--- src/rtl/logic_op_pkg.sv ---
// Shared types and the bitwise evaluator for the shared 4-bit logic unit.
// Everything that decodes an opcode uses logic_op_eval, so the decode exists in one place.
package logic_op_pkg;

    typedef enum logic [1:0] {
        OP_AND  = 2'b00,
        OP_OR   = 2'b01,
        OP_XOR  = 2'b10,
        OP_NOTA = 2'b11
    } logic_op_e;

    typedef logic [3:0] nibble_t;

    typedef enum logic {
        ST_IDLE = 1'b0,
        ST_FULL = 1'b1
    } arb_state_e;

    // Every opcode is defined; b is ignored for NOT a.
    function automatic nibble_t logic_op_eval(input nibble_t a, input nibble_t b, input logic_op_e op);
        nibble_t r;
        case (op)
            OP_AND:  r = a & b;
            OP_OR:   r = a | b;
            OP_XOR:  r = a ^ b;
            default: r = ~a;
        endcase
        return r;
    endfunction

endpackage

--- src/rtl/logic_op_arbiter_if.sv ---
// Request and result bundle between the command sources, the arbiter and the consumer.
// The slave modport is the arbiter's view; the master modport is the environment's view.
interface logic_op_arbiter_if #(
    parameter int NREQ = 4,
    parameter int IDW  = 2
) ();
    logic [NREQ-1:0]   req_valid;
    logic [NREQ-1:0]   req_ready;
    logic [NREQ*4-1:0] req_a;
    logic [NREQ*4-1:0] req_b;
    logic [NREQ*2-1:0] req_sel;
    logic              out_valid;
    logic              out_ready;
    logic [3:0]        out_result;
    logic [IDW-1:0]    out_id;

    modport slave (
        input  req_valid, req_a, req_b, req_sel, out_ready,
        output req_ready, out_valid, out_result, out_id
    );

    modport master (
        output req_valid, req_a, req_b, req_sel, out_ready,
        input  req_ready, out_valid, out_result, out_id
    );
endinterface

--- src/rtl/logic_op_unit.sv ---
// Combinational evaluator for one operand pair; instantiated once on the granted operands.
module logic_op_unit
    import logic_op_pkg::*;
(
    input  nibble_t   a,
    input  nibble_t   b,
    input  logic_op_e op,
    output nibble_t   result
);
    assign result = logic_op_eval(a, b, op);
endmodule

--- src/rtl/logic_op_arbiter.sv ---
// Round-robin share of one logic unit among NREQ requesters, with a one-deep
// registered result stage that can drain and refill in the same cycle.
module logic_op_arbiter
    import logic_op_pkg::*;
#(
    parameter int NREQ = 4,
    parameter int IDW  = 2
) (
    input  logic               clk,
    input  logic               rst_n,
    logic_op_arbiter_if.slave  bus,
    output logic [7:0]         busy_cnt
);

    if (IDW != $clog2(NREQ) || NREQ < 2 || NREQ > 8) begin : g_bad_cfg
        $error("logic_op_arbiter: need 2<=NREQ<=8 and IDW == clog2(NREQ)");
    end

    arb_state_e     state_reg, state_next;
    logic [IDW-1:0] rr_ptr_reg;
    logic [IDW-1:0] id_reg;
    nibble_t        result_reg;
    logic [7:0]     busy_reg;

    nibble_t        a_arr   [NREQ];
    nibble_t        b_arr   [NREQ];
    logic_op_e      sel_arr [NREQ];

    logic [IDW-1:0] grant_idx;
    logic           grant_found;
    logic           can_accept;
    logic           handshake;
    nibble_t        unit_result;

    // Scan downward so the lowest offset from ptr is the last (winning) assignment.
    function automatic logic [IDW:0] rr_pick(input logic [NREQ-1:0] valid, input logic [IDW-1:0] ptr);
        logic [IDW:0] res;
        int           idx;
        res = '0;
        for (int i = NREQ - 1; i >= 0; i--) begin
            idx = (int'(ptr) + i) % NREQ;
            if (valid[idx]) res = {1'b1, IDW'(idx)};
        end
        return res;
    endfunction

    for (genvar gi = 0; gi < NREQ; gi++) begin : g_unpack
        assign a_arr[gi]         = bus.req_a[4*gi +: 4];
        assign b_arr[gi]         = bus.req_b[4*gi +: 4];
        assign sel_arr[gi]       = logic_op_e'(bus.req_sel[2*gi +: 2]);
        // Gated by rst_n so ready is low for the whole time reset is held.
        assign bus.req_ready[gi] = rst_n & grant_found & can_accept & (grant_idx == IDW'(gi));
    end

    assign {grant_found, grant_idx} = rr_pick(bus.req_valid, rr_ptr_reg);
    assign can_accept = (state_reg == ST_IDLE) | bus.out_ready;
    assign handshake  = rst_n & grant_found & can_accept;

    logic_op_unit u_unit (
        .a      (a_arr[grant_idx]),
        .b      (b_arr[grant_idx]),
        .op     (sel_arr[grant_idx]),
        .result (unit_result)
    );

    always_comb begin
        state_next = state_reg;
        case (state_reg)
            ST_IDLE: if (handshake) state_next = ST_FULL;
            ST_FULL: if (!handshake && bus.out_ready) state_next = ST_IDLE;
            default: state_next = ST_IDLE;
        endcase
    end

    always_ff @(posedge clk or negedge rst_n) begin
        if (!rst_n) begin
            state_reg  <= ST_IDLE;
            rr_ptr_reg <= '0;
            id_reg     <= '0;
            result_reg <= '0;
            busy_reg   <= '0;
        end else begin
            state_reg <= state_next;
            if (handshake) begin
                result_reg <= unit_result;
                id_reg     <= grant_idx;
                rr_ptr_reg <= (int'(grant_idx) == NREQ - 1) ? '0 : grant_idx + IDW'(1);
                busy_reg   <= busy_reg + 8'd1;
            end
        end
    end

    assign bus.out_valid  = (state_reg == ST_FULL);
    assign bus.out_result = result_reg;
    assign bus.out_id     = id_reg;
    assign busy_cnt       = busy_reg;

endmodule

--- src/flat_wrapper.sv ---
// flat-port wrapper written by rule: the top's interface ports become plain ports
module logic_op_arbiter_flat import logic_op_pkg::*;
#(
    parameter int NREQ = 4,
    parameter int IDW  = 2
)
  (clk, rst_n, busy_cnt, bus_req_valid, bus_req_a, bus_req_b, bus_req_sel, bus_out_ready, bus_req_ready, bus_out_valid, bus_out_result, bus_out_id);
  logic_op_arbiter_if #(.NREQ(NREQ), .IDW(IDW)) bus_i ();
  input  logic clk;
  input  logic rst_n;
  output logic [7:0] busy_cnt;
  input wire logic [$bits(bus_i.req_valid)-1:0] bus_req_valid;
  input wire logic [$bits(bus_i.req_a)-1:0] bus_req_a;
  input wire logic [$bits(bus_i.req_b)-1:0] bus_req_b;
  input wire logic [$bits(bus_i.req_sel)-1:0] bus_req_sel;
  input wire logic [$bits(bus_i.out_ready)-1:0] bus_out_ready;
  output wire logic [$bits(bus_i.req_ready)-1:0] bus_req_ready;
  output wire logic [$bits(bus_i.out_valid)-1:0] bus_out_valid;
  output wire logic [$bits(bus_i.out_result)-1:0] bus_out_result;
  output wire logic [$bits(bus_i.out_id)-1:0] bus_out_id;
  assign bus_i.req_valid = bus_req_valid;
  assign bus_i.req_a = bus_req_a;
  assign bus_i.req_b = bus_req_b;
  assign bus_i.req_sel = bus_req_sel;
  assign bus_i.out_ready = bus_out_ready;
  assign bus_req_ready = bus_i.req_ready;
  assign bus_out_valid = bus_i.out_valid;
  assign bus_out_result = bus_i.out_result;
  assign bus_out_id = bus_i.out_id;
  logic_op_arbiter #(.NREQ(NREQ), .IDW(IDW)) u_core (.clk(clk), .rst_n(rst_n), .bus(bus_i), .busy_cnt(busy_cnt));
endmodule
--- config.mk ---
export PLATFORM = sky130hd
export DESIGN_NAME = logic_op_arbiter_flat
export DESIGN_NICKNAME = d
export VERILOG_FILES = /design/src/rtl/logic_op_pkg.sv /design/src/rtl/logic_op_arbiter_if.sv /design/src/rtl/logic_op_unit.sv /design/src/rtl/logic_op_arbiter.sv /design/src/flat_wrapper.sv
export SDC_FILE = /design/constraint.sdc
export NUM_CORES = 1
export LEC_CHECK = 0
export ABC_CLOCK_PERIOD_IN_PS = 4150
export CAP_MARGIN = 20
export CELL_PAD_IN_SITES_DETAIL_PLACEMENT = 1
export CELL_PAD_IN_SITES_GLOBAL_PLACEMENT = 2
export CORE_ASPECT_RATIO = 0.9
export CORE_MARGIN = 10
export CORE_UTILIZATION = 24
export CTS_BUF_LIST = sky130_fd_sc_hd__clkbuf_4 sky130_fd_sc_hd__clkbuf_8
export DETAILED_ROUTE_END_ITERATION = 7
export GPL_ROUTABILITY_DRIVEN = 0
export PLACE_DENSITY = 0.82
export SLEW_MARGIN = 20
export SYNTH_ARGS = -nofsm -noshare
export SYNTH_HDL_FRONTEND = slang
export SYNTH_SLANG_ARGS = --single-unit
--- constraint.sdc ---
create_clock -name clk -period 4.15 [get_ports clk]
set_input_delay 1.245 -clock clk [delete_from_list [all_inputs] [get_ports clk]]
set_output_delay 1.245 -clock clk [all_outputs]
set_load 0.02 [all_outputs]
==> flow_summary.yaml, run 1 <==
timing:
  rsz0062_at_grt: "no"
  finalSetupViolations: 0
  skew_ps: 0.6528
  period_share: 0.9647
  max_slew_margin: 0.6311
  drv_slew: 0
  max_freq_mhz: 249.8
  worstMarginPinSlew_ps: 550.0
  fin_hold_ws_ps: 468.8
  fin_crit_ps: 4004
  hold_viol: 0
  final.setup.worst_slack_ps: 146.3
yosys:
  synth_edf_count: 0
  synth_top_area_frac: 0.2913
  synth_warnings: 0
  synthSimpleGateAreaFrac: 0.1302
  ys_ff_latch: 17
  syn-num-nets: 215
  avgSynthCellArea_sq_um: 9.420
  synth-xor-area-share: 0.04199
  synth_top_area_cell: "dfrtp_1"
  async_flop_share: 1.000
  muxShareOfSynthArea: 0.1782
  netlist_top_cells_area: "dfrtp_1, mux2i_1, ha_1, mux2_2, nand2_1"
  synth_cell_types: 32
  synth_compound_area_frac: 0.1825
  synth_area_sq_mm: 0.001460
  syn_inst: 155
  synth.yosys.seq_area_share: 0.2913
  synth_adder_area_share: 0.1114
  yosys_most_used_dff: "dfrtp_1"
  synth_top_family_by_area: "compound AO/OA/AOI/OAI gates"
setup_path:
  rrSetupSlack_ps: 1650
  crit_fanout: 3
  startpoint_type: "input pin"
  critPathCaptureType: "primary output"
  cp.arrival_ps: 2760
  critical_path_required_ps: 2900
  path_class: "input pin to primary output"
floorplan:
  start_util: 0.2522
  rows: 26
  die_area_sq_mm: 0.009608
  coreArea_sq_mm: 0.005791
  ioPinCount: 66
  fp.dieH_um: 94.00
  die_w_um: 102.2
placed_design:
  post-dp-hpwl_mm: 3.939
  io_buffers: 65
  pre_cts_ws_ps: -521.1
pwr:
  peakVddDrop_v: 0.0001314
  p_leak_nw: 1.114
  powerDensity_mw_per_mm2: 523.7
clock_network:
  cts_inserted_buffers: 3
  path_clk_slew_ps: 70
  root_buffer: "clkbuf_8"
  insertion_delay_ps: 250
  ctsLongestPathBuffers: 2
  cts-htree-levels: 1
  postCtsHoldBufs: 0
  cts_tree: "built"
  cts.sinks: 17
finish:
  utilization: 0.4105
  drive_gt1_frac: 0.1909
  nets: 302
  largest_register_ffs: 8
  synthToLayoutAreaGrowth_pct: 62.81
  diodes: 0
routing:
  wl_mm: 4.551
  firstDrtPassIters: 2
  vias: 1396
  antenna_left: 0
  drt_iter0_drc: 21
  drc_errors: 0
  viasPerCell: 4.489
  post_drt_wl_per_cell_um: 14.63
global_route:
  first_global_vias: 1532
  grt.total_usage: 0.09380
  grt_max_degree: 18
  gr-total-overflow: 0
  antenna_found_initial: 0
  grt_pass1_wl_mm: 7.396
worst_hold_path:
  hold_class: "flip-flop to flip-flop"
run:
  max_cap_viol_count: 0
run_status:
  status: "finished clean"
[critical path, cell delays in order]
cell and delay [ps]:
dlygate4sd2_1 250, nor2b_1 150, o21ba_2 230, a211oi_4 230, buf_6 150, inv_4 40, ha_1 170, and2_1 130
buf_2 160
[placed cells by master (no fill, tap or decap), types with 3 or more instances in the layout]
master and n:
clkbuf_8 3, o211ai_1 7, ha_1 13, dfrtp_1 17, buf_4 22, mux2_2 8
nor3_1 4, mux2i_1 17, and2_1 3, o21bai_1 5, nor2b_1 3, nand4_1 3
clkdlybuf4s50_1 57, inv_1 14, xnor2_1 6, a21oi_1 5, nand2_1 20, dlygate4sd2_1 3
a21boi_0 3
[metrics by stage]
step / setup TNS, ps / total power, mW / cell area [sq um] / instances
2_1_floorplan: 0 / 0.7743 / 1460 / 155
6_report: 0 / 1.245 / 2377 / 311
3_5_place_dp: -2032 / 1.113 / 2306 / 304
4_1_cts: 0 / 1.266 / 2369 / 311
3_3_place_gp: -1978 / 1.093 / 2306 / 304
5_1_grt: 0 / 1.354 / 2377 / 311
[synth_stat cells (2+ instances only)]
master / number
nor2b_1: 3
nor2_1: 2
mux2i_1: 17
a21oi_1: 6
inv_1: 14
o211ai_1: 7
dfrtp_1: 17
o21bai_1: 5
nor3_1: 4
ha_1: 13
a21o_1: 2
and2_1: 5
nand2_1: 20
a21boi_0: 3
mux2_2: 8
a211oi_1: 2
clkbuf_1: 2
and3_1: 2
nand4_1: 3
a211oi_4: 2
xnor2_1: 6
buf_6: 2
[cells by family after synthesis]
logic type,Yosys count
XOR/XNOR,7
flip-flops,17
buffers and inverters,20
multiplexers,25
AND/OR/NAND/NOR,40
AO/OA/AOI/OAI,33
adder cells (fa/ha/maj),13
[final timing paths]
kind                                                   from                                    to  cells past startpoint
min in group asynchronous                             rst_n        u_core.bus.out_valid$_DFF_PN0_                      2
max in group asynchronous                             rst_n        u_core.busy_cnt[6]$_DFFE_PN0P_                      2
hold reg to reg              u_core.busy_cnt[7]$_DFFE_PN0P_        u_core.busy_cnt[7]$_DFFE_PN0P_                      1
hold / removal               u_core.busy_cnt[7]$_DFFE_PN0P_        u_core.busy_cnt[7]$_DFFE_PN0P_                      1
setup / recovery                           bus_req_valid[0]                      bus_req_ready[2]                      9
setup reg to reg           u_core.rr_ptr_reg[1]$_DFFE_PN0P_  u_core.bus.out_result[3]$_DFFE_PN0P_                     12
[layout make-up]
class                   count  area [sq um]
clock buffers               4         48.80
fillers                   707          3413
inverters                  15         58.81
multi-input cells         118         949.7
flip-flops and latches     17         425.4
well taps                  70         87.58
repair buffers             87         807.0
[report_power, final]
group	total [mW]	leakage, nW	internal [mW]	switching [mW]
clock	0.132	0.0262	0.0746	0.0575
sequential	0.291	0.208	0.230	0.0606
combinational	0.822	0.881	0.426	0.396
[metal layers]
layer	wire (um)	vias to the layer above	track usage
met4	19	0	0.01408
met3	369	2	0.03679
met5	0	-	0
met2	2108	46	0.1619
li1	-	716	-
met1	2053	632	0.1087
[timing repair]
item / 4_1_cts / 5_1_grt
resized for setup: 25 / 3
pin swaps: 2 / 1
setup buffers: 3 / 0
endpoints found under the setup margin: 4 / 4
(Power assumes the default switching activity.)
==> run 2, diff against run 1 <==
- ABC_CLOCK_PERIOD_IN_PS: 4150 -> unset
==> results of run 2 <==
Final layout, timing and power as in run 1 (identical DEF).
==> run 3, diff against run 2 <==
- HOLD_SLACK_MARGIN: unset -> 0.12
==> results of run 3 <==
Final layout, timing and power as in run 1 (identical DEF).
